==> src/rtl/gray_monitor.sv <==
// gray_monitor: follows a 3-bit reflected Gray counter. It keeps a registered
// binary copy of the count, pulses Step on each legal +1 advance, and counts
// 7->0 wraps with a saturating lap counter. It checks the upstream sticky
// overflow flag against the observed lap history. The first illegal
// observation is latched as a sticky error until Clear.
module gray_monitor #(
   parameter int LAP_W = 8
) (
   input  logic             Clk,
   input  logic             Reset,
   input  logic             Sample,
   input  logic [2:0]       GrayIn,
   input  logic             OvIn,
   input  logic             Clear,
   output logic [2:0]       Bin,
   output logic             Step,
   output logic [LAP_W-1:0] Laps,
   output logic             LapSat,
   output logic             Err,
   output logic [1:0]       ErrCode,
   output logic [1:0]       State
);

   typedef enum logic [1:0] {
      S_IDLE  = 2'b00,
      S_TRACK = 2'b01,
      S_ERROR = 2'b10
   } state_t;

   typedef enum logic [1:0] {
      E_NONE = 2'b00,
      E_BACK = 2'b01,
      E_JUMP = 2'b10,
      E_OVF  = 2'b11
   } err_t;

   state_t           r_state;
   logic [2:0]       r_bin;
   logic             r_step;
   logic [LAP_W-1:0] r_laps;
   logic             r_lap_sat;
   logic             r_err;
   err_t             r_err_code;

   logic [2:0]       w_new_bin;
   logic [2:0]       w_bin_inc;
   logic [2:0]       w_bin_dec;
   logic             w_wrap;
   logic             w_laps_full;
   logic             w_ovf_err;

   // Each binary bit is the XOR of the Gray bits at and above its position.
   assign w_new_bin   = {GrayIn[2],
                         GrayIn[2] ^ GrayIn[1],
                         GrayIn[2] ^ GrayIn[1] ^ GrayIn[0]};
   // The 3-bit arithmetic wraps on its own, giving +1 and -1 modulo 8.
   assign w_bin_inc   = r_bin + 3'd1;
   assign w_bin_dec   = r_bin - 3'd1;
   assign w_wrap      = (r_bin == 3'd7) && (w_new_bin == 3'd0);
   assign w_laps_full = &r_laps;
   // The overflow flag must rise exactly at the first wrap.
   // A wrap without it, or the flag before any lap was seen, is a mismatch.
   // Laps saturates and never returns to zero, so "Laps == 0" means no lap yet.
   assign w_ovf_err   = (w_wrap && !OvIn) || (!w_wrap && OvIn && (r_laps == '0));

   // Monitor FSM with every output registered. Priority is Reset, then Clear, then Sample.
   always_ff @(posedge Clk) begin
      // NOTE: non-blocking assignments only, so every branch below sees the pre-edge state.
      if (Reset) begin
         r_state    <= S_IDLE;
         r_bin      <= '0;
         r_step     <= 1'b0;
         r_laps     <= '0;
         r_lap_sat  <= 1'b0;
         r_err      <= 1'b0;
         r_err_code <= E_NONE;
      end else begin
         r_step <= 1'b0;
         if (Clear) begin
            // Lap history survives a Clear. Only the error is dropped and tracking re-armed.
            r_state    <= S_IDLE;
            r_err      <= 1'b0;
            r_err_code <= E_NONE;
         end else if (Sample) begin
            case (r_state)
               S_IDLE: begin
                  // The first code after arming is trusted as the starting point.
                  r_bin   <= w_new_bin;
                  r_state <= S_TRACK;
               end
               S_TRACK: begin
                  // The overflow check runs first.
                  // A wrap sampled with OvIn low reports 11 and does not count a lap.
                  if (w_ovf_err) begin
                     r_err      <= 1'b1;
                     r_err_code <= E_OVF;
                     r_state    <= S_ERROR;
                  end else if (w_new_bin == w_bin_inc) begin
                     r_bin  <= w_new_bin;
                     r_step <= 1'b1;
                     if (w_wrap) begin
                        if (w_laps_full) begin
                           r_lap_sat <= 1'b1;
                        end else begin
                           r_laps <= r_laps + LAP_W'(1);
                        end
                     end
                  end else if (w_new_bin == w_bin_dec) begin
                     r_err      <= 1'b1;
                     r_err_code <= E_BACK;
                     r_state    <= S_ERROR;
                  end else if (w_new_bin != r_bin) begin
                     r_err      <= 1'b1;
                     r_err_code <= E_JUMP;
                     r_state    <= S_ERROR;
                  end
               end
               S_ERROR: begin
                  // Samples are ignored until Clear or Reset.
               end
               default: begin
                  r_state <= S_IDLE;
               end
            endcase
         end
      end
   end

   assign Bin     = r_bin;
   assign Step    = r_step;
   assign Laps    = r_laps;
   assign LapSat  = r_lap_sat;
   assign Err     = r_err;
   assign ErrCode = r_err_code;
   assign State   = r_state;

endmodule

==> config.mk <==
export PLATFORM = sky130hd
export DESIGN_NAME = gray_monitor
export DESIGN_NICKNAME = d
export VERILOG_FILES = /design/src/rtl/gray_monitor.sv
export SDC_FILE = /design/constraint.sdc
export NUM_CORES = 1
export LEC_CHECK = 0
export CORE_AREA = 3 3 52 54
export DETAILED_ROUTE_END_ITERATION = 10
export DIE_AREA = 0 0 55 57
export GPL_TIMING_DRIVEN = 1
export HOLD_SLACK_MARGIN = 0.08
export PLACE_DENSITY = 0.75
export SETUP_SLACK_MARGIN = 0.1
export SLEW_MARGIN = 20
export SYNTH_ARGS = -nofsm -noshare
export SYNTH_HDL_FRONTEND = slang
export SYNTH_SLANG_ARGS = --single-unit
==> constraint.sdc <==
create_clock -name Clk -period 2.6 [get_ports Clk]
set_input_delay 0.39 -clock Clk [delete_from_list [all_inputs] [get_ports Clk]]
set_output_delay 0.39 -clock Clk [all_outputs]
set_load 0.02 [all_outputs]
==> flow_metrics.tcl <==
set metrics [dict create \
    yosys_register_bits 18 \
    worst-setup-path-type "primary input to flop" \
    hold_class "flop to flop" \
    end_kind "flop" \
    peakVddDrop_uv 323.4 \
    place_hpwl_mm 2.098 \
    finalHoldViolCount 0 \
    rows 17 \
    htree_levels 1 \
    dieArea_um2 3135 \
    cts_sinks 18 \
    finalCritPeriodShare_pct 95.12 \
    drive_above_1_share_pct 18.67 \
    synth_cell_types 37 \
    postCtsHoldBufs 0 \
    cp_cell_sequence "clkdlybuf4s50_1 > xnor2_2 > ha_1 > nand3b_1 > nor3_2 > nand4_1 > or4_1 > a21oi_1" \
    fin_tns_setup_ps 0 \
    place_inst 188 \
    ys_warn_count 0 \
    final_common_cell "clkdlybuf4s50_1" \
    cts_root_buf "clkbuf_4" \
    core_area_um2 2255 \
    detail_route.wirelength_mm 2.950 \
    p_leak_nw 0.5568 \
    required_ps 2830 \
    rsz0062_at_grt "true" \
    critical-path-max-stage-delay_ps 600 \
    worstSkewPairLatency_ps 310 \
    grt_max_degree 12 \
    yosysSeqAreaShare_pct 32.91 \
    syn-num-nets 142 \
    synthCells 128 \
    slowest_stage "clkdlybuf4s50_1" \
    final_nets 181 \
    synth_edf_count 0 \
    diodes 0 \
    r2r_cells 7 \
    final_cell_count_no_fill 194 \
    maxCapViolCount 0 \
    worst-r2r-setup-slack_ps 190 \
    fin_ws_ps 127.0 \
    crit_fanout 4 \
    grt_pass1_vias 1024 \
    grt-ovfl-total 0 \
    clockBufferDepth 2 \
    cts_buffers 3 \
    first_pass_iters 6 \
    setup_viol 0 \
    final_cell_mix "clkdlybuf4s50_1, dfxtp_1, buf_4" \
    crit_arrival_ps 2700 \
    globalplace.congestion 0.8056 \
    postPlaceCellArea_um2 1436 \
    area_growth_pct 38.51 \
    setup.worst_path.start "GrayIn[1]" \
    r2r_end "Laps[5]" \
    route.detailed.drc 0 \
    wl_per_cell_um 15.21 \
    grt_use_total_pct 18.84 \
    crit_buf_inv 1 \
    final_area_um2 1516 \
    period_needed_ps 2473 \
    vias 1117 \
    r2r-start "Bin[0]" \
    clkTransAtPathRegs_ps 100 \
    syn_avg_cell_area_um2 8.553 \
    syn_area_um2 1095 \
    start_util_pct 48.56 \
    die_x_um 55 \
    crit_cells 8 \
    fillCellCount 198 \
    worst_pin_slew_ps 477.2 \
    ys.flop_type "dfxtp_1" \
    critPathLaunchType "primary input" \
    max_freq_mhz 404.4 \
    pwr_density_cell_nw_per_um2 405.6 \
    antenna_found_initial 0 \
    grt_pass1_wl_mm 4.471 \
    critPathCapture "Laps[5]" \
    io_buffer_count 25 \
    initialDrtViolationCount 15 \
    slew_violations 0 \
    vias_per_cell 5.758 \
    finClkSkew_ps 14.19 \
    async_flop_share_pct 0 \
    place_ws_ps -101.0 \
    ant_nets 0 \
    status "complete, no violations" \
    relSlewSlack_pct 67.89 \
    cts_tree "built" \
    io_pins 26 \
    total_power_w 0.0006151 \
    cpLargestDelayFamily "simple AND/OR/NAND/NOR gates" \
    die_h_um 57 \
]
synth_stat cells (all sizes together), types with 3 or more instances:
| library cell | n | area, µm² |
|---|---|---|
| nor3 | 6 | 35.03 |
| or2 | 4 | 25.02 |
| ha | 6 | 75.07 |
| nor2 | 7 | 26.28 |
| nand4 | 4 | 25.02 |
| inv | 11 | 41.29 |
| or4 | 3 | 22.52 |
| mux2i | 5 | 62.56 |
| xnor2 | 6 | 52.55 |
| o21ai | 3 | 15.01 |
| a21oi | 10 | 50.05 |
| o31ai | 4 | 30.03 |
| nand3 | 4 | 20.02 |
| dfxtp | 18 | 360.4 |
| nand2 | 9 | 33.78 |
stage by stage:
step | hold slack [ps] | utilization [%]
floorplan | 520.8 | -
global placement | 436.0 | 63.71
detailed placement | 455.6 | 63.71
CTS | 470.9 | 65.65
global route | 500.8 | 67.26
finish | 465.1 | 67.26
cell families after synthesis:
kind of cell	after synthesis	synth area share, %
simple gates	49	25.49
flops	18	32.91
compound gates	27	16.11
xor+xnor	8	6.400
fa+ha+maj	6	6.857
buf+inv	14	5.485
mux	6	6.743
repair_timing:
item	4_1_cts	5_1_grt
endpoints found under the setup margin	4	8
resized for setup	1	5
setup buffers	0	2
pin swaps	0	1
worst min path at each step:
stage / startpoint / to / cells past startpoint
6_report: Err / Err / 2
2_1_floorplan: Err / Err / 2
3_5_place_dp: Err / Err / 2
5_1_grt: ErrCode[1] / ErrCode[1] / 2
3_3_place_gp: Err / Err / 2
4_1_cts: Err / Err / 2
registers in the layout, summed over array words and instances (netlist names):
register,cells
Bin,3
Err,1
ErrCode,2
LapSat,1
Laps,8
State,2
Step,1
layer usage:
layer / vias up / track usage, % / wire length (µm)
met4: 0 / 5.556 / 85
met2: 41 / 30.07 / 1417
li1: 538 / - / -
met5: - / 0 / 0
met1: 524 / 25.32 / 1241
met3: 14 / 3.655 / 206
final cells by class:
class / instances / area, µm² / share of cell area [%]
flip-flops and latches: 18 / 362.8 / 23.93
inverters: 11 / 41.29 / 2.723
well taps: 28 / 35.03 / 2.310
repair buffers: 37 / 340.3 / 22.44
multi-input cells: 96 / 700.7 / 46.20
clock buffers: 4 / 36.28 / 2.393
tightest hold or removal path, stage by stage (launching register included):
cell	delay (ps)
dfxtp_1	330
inv_1	50
a21oi_1	50
where the power goes:
part           internal, W  switching (W)  total (W)
registers         0.000281     0.00000757   0.000288
clock network    0.0000856      0.0000991   0.000185
logic            0.0000718      0.0000703   0.000142
Power figures use the tool's default switching activity.
